===== config.mk =====
export PLATFORM = sky130hd
export DESIGN_NAME = uart_rx_param
export DESIGN_NICKNAME = d
export VERILOG_FILES = /design/src/rtl/uart_pkg.sv /design/src/rtl/uart_rx_param_baud.sv /design/src/rtl/uart_rx_param.sv
export SDC_FILE = /design/constraint.sdc
export NUM_CORES = 1
export LEC_CHECK = 0
export BUFFER_PORTS_ARGS = -buffer_cell sky130_fd_sc_hd__buf_4
export CAP_MARGIN = 20
export CORE_AREA = 2 2 69 71
export DETAILED_ROUTE_END_ITERATION = 16
export DIE_AREA = 0 0 71 73
export PLACE_DENSITY = 0.74
export SLEW_MARGIN = 5
export SYNTH_ARGS = -nofsm -noshare
export SYNTH_HDL_FRONTEND = slang
export SYNTH_SLANG_ARGS = --single-unit

===== constraint.sdc =====
create_clock -name Clock -period 2.4 [get_ports Clock]
set_input_delay 0.36 -clock Clock [delete_from_list [all_inputs] [get_ports Clock]]
set_output_delay 0.36 -clock Clock [all_outputs]
set_load 0.02 [all_outputs]

===== src/rtl/uart_pkg.sv =====
// Shared types and helpers for the UART receive/transmit blocks.
// Holds the FSM state encoding, parity mode codes and the frame-length helper.
package uart_pkg;

  typedef enum logic [2:0] {
    IDLE,
    START,
    DATA,
    PARITY,
    STOP,
    BREAK
  } state_e;

  localparam int PAR_NONE = 0;
  localparam int PAR_ODD  = 1;
  localparam int PAR_EVEN = 2;

  // Line bits per frame: start + data + optional parity + stop bits.
  function automatic int frame_bits(input int data_bits, input int parity, input int stop_bits);
    return 1 + data_bits + ((parity != PAR_NONE) ? 1 : 0) + stop_bits;
  endfunction

endpackage


===== src/rtl/uart_rx_param_baud.sv =====
// Oversample tick generator: CLK_DIV-1 down to 0, one-cycle tick on 0, then reload.
// Tick is the cycle after enable by CLK_DIV clocks; held at reload while disabled.
module uart_baud_tick #(
  parameter int CLK_DIV = 217
) (
  input  logic clk_i,
  input  logic rst_i,
  input  logic en_i,
  output logic tick_o
);

  localparam int CW = (CLK_DIV > 1) ? $clog2(CLK_DIV) : 1;
  localparam logic [CW-1:0] RELOAD = CW'(CLK_DIV - 1);

  logic [CW-1:0] cnt_q, cnt_d;

  assign tick_o = en_i && (cnt_q == '0);

  always_comb begin
    cnt_d = cnt_q;
    if (!en_i || (cnt_q == '0)) cnt_d = RELOAD;
    else                        cnt_d = cnt_q - 1'b1;
  end

  always_ff @(posedge clk_i) begin
    if (rst_i) cnt_q <= RELOAD;
    else       cnt_q <= cnt_d;
  end

endmodule


===== src/rtl/uart_rx_param.sv =====
// Parametrised UART receiver; UART_RX_MAJORITY_EN selects 2-of-3 tick voting per bit.
// valid rises 1 clk after the final stop tick; held until ready, frames arriving meanwhile pulse overrun.
module uart_rx_param #(
  parameter int CLK_DIV   = 217,
  parameter int OVS       = 12,
  parameter int DATA_BITS = 8,
  parameter int PARITY    = 0,
  parameter int STOP_BITS = 1
) (
  input  logic                 Clock,
  input  logic                 Reset,
  input  logic                 RX,
  output logic [DATA_BITS-1:0] data,
  output logic                 valid,
  input  logic                 ready,
  output logic                 parity_err,
  output logic                 frame_err,
  output logic                 overrun
);
  import uart_pkg::*;

  localparam int PH_W  = $clog2(OVS);
  localparam int BIT_W = $clog2(frame_bits(DATA_BITS, PARITY, STOP_BITS));
  localparam logic [PH_W-1:0]  PH_MID    = PH_W'(OVS / 2 - 1);
  localparam logic [PH_W-1:0]  PH_END    = PH_W'(OVS - 1);
  localparam logic [BIT_W-1:0] LAST_DATA = BIT_W'(DATA_BITS - 1);
  localparam logic [BIT_W-1:0] LAST_STOP = BIT_W'(STOP_BITS - 1);

  logic [1:0]           sync_q;
  logic                 rxs, tick, bit_val, sample, last_stop, ferr_now;
  state_e               state_q, state_d;
  logic [PH_W-1:0]      ph_q, ph_d;
  logic [BIT_W-1:0]     bit_q, bit_d;
  logic [DATA_BITS-1:0] sh_q, sh_d, data_q, data_d;
  logic                 perr_q, perr_d, ferr_q, ferr_d;
  logic                 valid_q, valid_d, perr_out_q, perr_out_d;
  logic                 ferr_out_q, ferr_out_d, ovr_q, ovr_d;

  assign rxs = sync_q[1];

  uart_baud_tick #(.CLK_DIV(CLK_DIV)) u_tick (
    .clk_i  (Clock),
    .rst_i  (Reset),
    .en_i   (state_q != IDLE),
    .tick_o (tick)
  );

`ifdef UART_RX_MAJORITY_EN
  // rxs at the previous two ticks; voting with the current value rejects one-tick glitches.
  logic [1:0] hist_q;
  always_ff @(posedge Clock) begin
    if (Reset)     hist_q <= 2'b11;
    else if (tick) hist_q <= {hist_q[0], rxs};
  end
  assign bit_val = (rxs & hist_q[0]) | (rxs & hist_q[1]) | (hist_q[0] & hist_q[1]);
`else
  assign bit_val = rxs;
`endif

  always_comb begin
    sample = 1'b0;
    case (state_q)
      START:                        sample = tick && (ph_q == PH_MID);
      DATA, uart_pkg::PARITY, STOP: sample = tick && (ph_q == PH_END);
      default:                      sample = 1'b0;
    endcase
  end

  assign last_stop = sample && (state_q == STOP) && (bit_q == LAST_STOP);
  assign ferr_now  = ferr_q | ~bit_val;

  always_ff @(posedge Clock) begin
    if (Reset) state_q <= IDLE;
    else       state_q <= state_d;
  end

  always_comb begin
    state_d = state_q;
    case (state_q)
      IDLE:             if (!rxs) state_d = START;
      START:            if (sample) state_d = bit_val ? IDLE : DATA;
      DATA:             if (sample && (bit_q == LAST_DATA))
                          state_d = (PARITY != PAR_NONE) ? uart_pkg::PARITY : STOP;
      uart_pkg::PARITY: if (sample) state_d = STOP;
      STOP:             if (last_stop) state_d = ferr_now ? BREAK : IDLE;
      BREAK:            if (rxs) state_d = IDLE;
      default:          state_d = IDLE;
    endcase
  end

  always_comb begin
    ph_d       = ph_q;
    bit_d      = bit_q;
    sh_d       = sh_q;
    perr_d     = perr_q;
    ferr_d     = ferr_q;
    data_d     = data_q;
    valid_d    = valid_q;
    perr_out_d = perr_out_q;
    ferr_out_d = ferr_out_q;
    ovr_d      = 1'b0;
    if (state_q == IDLE) begin
      ph_d   = '0;
      bit_d  = '0;
      perr_d = 1'b0;
      ferr_d = 1'b0;
    end else if (tick) begin
      ph_d = sample ? '0 : ph_q + 1'b1;
    end
    if (sample) begin
      case (state_q)
        DATA: begin
          sh_d  = {bit_val, sh_q[DATA_BITS-1:1]};
          bit_d = (bit_q == LAST_DATA) ? '0 : bit_q + 1'b1;
        end
        uart_pkg::PARITY: perr_d = (PARITY == PAR_ODD) ? ~(^sh_q ^ bit_val) : (^sh_q ^ bit_val);
        STOP: begin
          ferr_d = ferr_now;
          bit_d  = bit_q + 1'b1;
        end
        default: ;
      endcase
    end
    if (valid_q && ready) valid_d = 1'b0;
    // A completed frame only lands if the held word is empty or leaving this cycle.
    if (last_stop) begin
      if (!valid_q || ready) begin
        data_d     = sh_q;
        perr_out_d = perr_q;
        ferr_out_d = ferr_now;
        valid_d    = 1'b1;
      end else begin
        ovr_d = 1'b1;
      end
    end
  end

  always_ff @(posedge Clock) begin
    if (Reset) begin
      sync_q     <= 2'b11;
      ph_q       <= '0;
      bit_q      <= '0;
      sh_q       <= '0;
      perr_q     <= 1'b0;
      ferr_q     <= 1'b0;
      data_q     <= '0;
      valid_q    <= 1'b0;
      perr_out_q <= 1'b0;
      ferr_out_q <= 1'b0;
      ovr_q      <= 1'b0;
    end else begin
      sync_q     <= {sync_q[0], RX};
      ph_q       <= ph_d;
      bit_q      <= bit_d;
      sh_q       <= sh_d;
      perr_q     <= perr_d;
      ferr_q     <= ferr_d;
      data_q     <= data_d;
      valid_q    <= valid_d;
      perr_out_q <= perr_out_d;
      ferr_out_q <= ferr_out_d;
      ovr_q      <= ovr_d;
    end
  end

  assign data       = data_q;
  assign valid      = valid_q;
  assign parity_err = perr_out_q;
  assign frame_err  = ferr_out_q;
  assign overrun    = ovr_q;

endmodule


**Yosys cells after proc, flatten, opt, wreduce, memory -nomap -nowiden**

Cells that the tools add are included.
Widths: inputs -> output; s select.

- Equal/unequal tests: 14
- Shift-type cells: 0
- Bitwise gates (word level): 4
- Reduce and logical (&&, ||, !) cells: 23
- Mux-type cells: 25
- Order comparisons: 0
- Add/subtract/negate cells: 3
- Divide/modulo/power cells: 0
- Multipliers: 0

Operators by type and width:

| operator | count |
|---|---|
| $mux 3 | 7 |
| $pmux 3 s6 | 1 |
| $mux 4 | 4 |
| $ne 2x2->1 const B | 6 |
| $mux 1 | 10 |
| $add 4x1->4 const B | 2 |
| $eq 4x3->1 const B | 2 |
| $logic_not 8->1 | 1 |
| $pmux 4 s2 | 1 |
| $reduce_xor 8->1 | 1 |
| $sub 8x1->8 const B | 1 |
| $logic_and 1x1->1 | 7 |
| $eq 3x2->1 const B | 2 |
| $eq 3x3->1 const B | 2 |
| $reduce_and 6->1 | 1 |
| $reduce_or 2->1 | 3 |
| $eq 4x4->1 const B | 1 |
| $logic_not 4->1 | 1 |
| $reduce_and 2->1 | 2 |
| $eq 3x1->1 const B | 1 |
| $logic_not 3->1 | 1 |
| $reduce_bool 3->1 | 1 |
| $reduce_or 3->1 | 1 |
| $logic_not 1->1 | 2 |
| 6 further kinds | 8 |

- Bits of input ports: 4
- Register bits after elaboration: 43
- Memories: 0
- Latch bits: 0
- Bits in read-only memories: 0
- Memory bits (writable): 0
- Logic and storage cells: 82
- Output and inout bits: 12

**Depth between registers and ports, before layout**

- Depth in word-level cells: 8
- Mapped depth: 9
- Depth with buffers taken out: 7

**Modules after synthesis**

From an unflattened synthesis, not the netlist that was laid out.

- Cell total of the unflattened synthesis: 229
- Area total of the unflattened synthesis: 2139.6 sq um

Modules (own cells, without submodules):

| module | times used | cells an instance | seq. area each (sq um) | area each (sq um) |
|---|---|---|---|---|
| uart_rx_param | 1 | 188 | 700.7 | 1742.9 |
| uart_baud_tick | 1 | 41 | 160.2 | 396.6 |

**Worst setup path before layout**

OpenSTA, ideal clock, no wires.

- Path kind: register -> register
- Start point: register state_q[2]
- End point: register ferr_out_q (netlist: frame_err)
- Cell stages (with the launch flop): 9
- Slack: 0.290 ns
- Required time: 2.337 ns
- Library setup time: 0.063 ns
- Buffers on the path: 2
- Data arrival time: 2.047 ns
- Cell sequence: dfxtp_1 nor3b_1 or4b_4 a211oi_2 buf_4 nand4_1 buf_6 mux2_4 nor2_2

- Cells in the longest elaborated chain, start to end: 7
- Elaborated cells between the ends (all ways): 13
- Those cells by class: eq/ne (4); mux (1); reduce/logical (8)

Ends and longest elaborated chain:

| element | line | text |
|---|---|---|
| start: declaration | uart_rx_param.sv:31 | `state_e state_q, state_d;` |
| start signal: assignment | uart_rx_param.sv:74 | `else state_q <= state_d;` |
| branches (longest 4 deep; another with $eq 3x3->1) | -- |  |
| $logic_and 1x1->1 (*) (2 in series) | uart_rx_param.sv:69 | `assign last_stop = sample && (state_q == STOP) && (bit_q == LAST_STOP);` |
| $reduce_and 2->1 (no line) (*) | -- |  |
| end signal: assignment | uart_rx_param.sv:161 | `ferr_out_q <= ferr_out_d;` |
| end: declaration | uart_rx_param.sv:37 | `logic ferr_out_q, ferr_out_d, ovr_q, ovr_d;` |

Mark *: on every way between the ends.
A chain may end at the register's enable or synchronous reset.

**Worst setup path in the final report**

- Start point: register state_q[2]
- End point: register perr_q

- Cells in the longest elaborated chain, start to end: 5
- Elaborated cells between the ends (all ways): 14
- Those cells by class: eq/ne (4); mux (4); reduce/logical (6)

Ends and longest elaborated chain:

| element | line | text |
|---|---|---|
| branches (longest 4 deep; another with $eq 3x3->1) | -- |  |
| $mux 1 (*) | uart_rx_param.sv:110 | `if (sample) begin` |
| end signal: assignment | uart_rx_param.sv:156 | `perr_q <= perr_d;` |
| end: declaration | uart_rx_param.sv:35 | `logic perr_q, perr_d, ferr_q, ferr_d;` |

Marked as above.

==> metrics.md <==
| Metric | Value |
|---|---|
| Drt pass-1 iters | `4` |
| Final worst setup slack | `~0.18 ns` |
| Critical path peak fanout | `10` |
| Count of input and output buffers | `15` |
| Status | `finished clean` |
| Critical path depth | `7` |
| Slew @ Worst Pin | `~0.5 ns` |
| Cell row count | `25` |
| VDD IR max | `between 0.4 and 0.5 mV` |
| Worst slew slack as a fraction of its limit | `around two thirds` |
| Total power | `1.50 mW` |
| Max-cap violations | `0` |
| PD cells | `655 nW/µm²` |
| Global-route wire length before repair | `about 6800 µm` |
| Synth cell types | `40` |
| DIE AREA | `~5200 µm²` |
| Remaining DRCs | `0` |
| # resized after CTS | `0` |
| Gr ovfl total | `0` |
| Post-Synthesis Cells | `233` |
| Final Max Slew Viols | `0` |
| Kind of critical path | `register to register` |
| Synthesized area per cell | `8.53 µm²` |
| WL final | `slightly below 4000 µm` |
| Post-detailed-route count of antenna-violating nets | `0` |
| Min cycle time layout | `between 2 and 2.5 ns` |
| Worst R2R Setup Slack | `roughly 0.18 ns` |
| Ant diodes | `0` |
| Final setup fails | `0` |
| Clock buffer depth | `2` |
| Post-synth top flop | `dfxtp_1` |
| Post-synthesis cell area | `around 2000 µm²` |
| Register bit count reported by yosys | `43` |
| Starting density of the core | `a little over two fifths` |
| Endpoints failing hold | `0` |
| Crit-path cells | `nor3b_2, or4b_4, a211oi_2, buf_4, nand2_1, or4b_1, nand2_1` |
| Largest stage delay on the critical path | `roughly 0.53 ns` |
| Hold Crit Start | `RX` |
| Crit start category | `register` |
| Crit Reg-Reg Endpoint | `perr_q$_SDFF_PP0_` |
| Via-to-Cell Ratio | `5.21` |
| Crit end category | `register` |
| CP max-delay cell | `or4b_4` |
| Final period util | `between 90% and 100%` |
| # H-tree levels | `2` |
| EDFF count, synth | `0` |
| RSZ-0062 raised after global routing | `no` |
| Cells on worst reg2reg path | `7` |
| Post-synthesis sequential area ratio | `about 43%` |
| DPL Wire Length | `2840 µm` |
| Buf/Inv on CP | `1` |
| Min-delay worst type | `primary input to register` |
| Sink Count | `43` |
| R2r startpoint | `state_q[2]$_SDFFE_PP0P_` |
| CTS tree | `yes` |
| Vias in the first global route | `approximately 1500` |
| Total GRT Usage | `between 15 and 20%` |
| CP arrival | `between 2 and 2.5 ns` |
| Setup TNS | `0 ns` |
| Utilization after layout | `around half` |
| Crit path max-delay family | `simple AND/OR/NAND/NOR gates` |
| Place WS | `between 0.2 and 0.25 ns` |
| Largest net degree at the start of global routing | `30` |
| Postcts setup bufs | `0` |
| Iter 0 DRT Violations | `110` |
| Inserted Clock Buffers | `5` |
| Most frequent CP cell | `nand2_1` |
| Clk_lat worst skew | `~0.29 ns` |
| Initial antenna violation count | `0` |
| Required time of the critical path | `~2.6 ns` |
| Clock Tree Root | `clkbuf_8` |
| Share of post-route cells with drive strength above 1 | `about 15%` |
| GP Congestion | `just under 0.9` |
| Final Skew | `approximately 0.0085 ns` |
| Die H | `73 µm` |
| Hold Slack | `around 0.26 ns` |
| Worst-path clk slew | `0.08 ns` |
| Fmax | `0.450 GHz` |
| Critical path destination | `perr_q$_SDFF_PP0_` |
| Die W | `roughly 71 µm` |
| Static Leak | `0.933 nW` |
| Num ports | `16` |
| Worst setup path start | `state_q[2]$_SDFFE_PP0P_` |
| # hold bufs at CTS | `0` |
| Fraction of registers with async set/reset | `0%` |
| Avg WL per Cell | `roughly 13 µm` |
| Final #Nets | `approximately 260` |
| Core ar. | `~4500 µm²` |
| Warnings from Yosys | `0` |
| Syn Nets | `around 240` |
| Vias | `1601` |
| Synth-to-Final Area Change | `15.4%` |
[cell usage after synthesis (2+ instances only)]
cell,number,area [µm²]
nor3_1,8,40.0
a2111oi_0,2,17.5
o21ai_0,6,30.0
inv_1,9,33.8
or3_1,4,25.0
nor2_1,23,86.3
clkbuf_1,8,30.0
xor2_1,6,52.6
and3b_1,2,17.5
ha_1,5,62.6
or2_2,2,12.5
dfxtp_1,43,861
xnor2_1,13,114
nand2_1,39,146
nand3_1,12,60.1
a21oi_1,11,55.1
nand3b_1,2,15.0
nand2b_1,2,12.5
mux2i_1,9,90.1
nand4_1,2,12.5
nor3b_1,2,15.0
o211ai_1,2,15.0
nor2b_1,3,18.8
and3_1,2,12.5
[per-stage QoR]
step                      instance area [µm²]  std cells
final                                    2290        307
after global routing                     2290        307
after CTS                                2290        307
after detailed placement                 2170        299
after global placement                   2170        299
after floorplan                          1990        233
[sequential cells by signal, indices dropped and copies added (netlist names)]
register      cells
ph_q              4
perr_q            1
data              8
sync_q            2
overrun           1
frame_err         1
state_q           3
u_tick.cnt_q      8
sh_q              8
ferr_q            1
valid             1
bit_q             4
parity_err        1
[power breakdown]
| group | internal [mW] | switching [mW] |
|---|---|---|
| clock | 0.337 | 0.235 |
| combinational | 0.0655 | 0.114 |
| sequential | 0.734 | 0.0187 |
[logic make-up after synthesis]
logic type	synth area share [%]
fa+ha+maj	3.15
mux	5.29
xor+xnor	8.37
buf+inv	4.15
simple gates	26.1
flops	43.3
compound gates	9.63
[routing by layer]
metal	routed length [µm]	global-route usage (%)	up-vias	share of wire [%]
met5	0	0	-	0
met4	36	6.71	0	0.93
met3	150	3.73	4	3.9
met2	1810	26.4	36	47
met1	1880	21.9	733	48
li1	-	-	828	-
[worst register-to-register path: stages, from the launching register on]
cell and delay, ns:
dfxtp_1 0.33, nor3b_2 0.18, or4b_4 0.53, a211oi_2 0.28, buf_4 0.21, nand2_1 0.06, or4b_1 0.50, nand2_1 0.08
[area by class of cell]
type / instances / area [µm²]
repair buffers: 22 / 165
clock buffers: 6 / 82.6
well taps: 54 / 67.6
fillers: 429 / 2240
inverters: 9 / 33.8
flip-flops and latches: 43 / 861
multi-input cells: 171 / 1050
clock inverters: 2 / 35.0
[cells in the final DEF (no fill, tap or decap), types with 2 or more instances in the layout]
cell type	netlist	layout
o211ai_1	2	2
or3_1	4	4
nand3_1	12	12
xnor2_1	13	13
nand4_1	2	2
xor2_1	6	6
nor2_1	23	23
nor2b_1	3	3
dfxtp_1	43	43
o21ai_0	6	6
nand2_1	39	39
clkbuf_8	0	6
nor3_1	8	8
mux2i_1	9	9
buf_4	1	22
and3_1	2	2
or2_2	2	2
nand3b_1	2	2
a2111oi_0	2	2
and3b_1	2	2
nand2b_1	2	2
inv_1	9	9
ha_1	5	5
a21oi_1	11	11
[worst min path at each step]
stage | to | cells after the start | slack (ns)
4_1_cts | sync_q[0]$_SDFF_PP1_ | 2 | 0.25
3_3_place_gp | sync_q[1]$_SDFF_PP1_ | 1 | 0.39
5_1_grt | sync_q[0]$_SDFF_PP1_ | 2 | 0.25
6_report | sync_q[0]$_SDFF_PP1_ | 2 | 0.26
2_1_floorplan | sync_q[1]$_SDFF_PP1_ | 1 | 0.39
3_5_place_dp | sync_q[1]$_SDFF_PP1_ | 1 | 0.40
(Power assumes the default switching activity.)
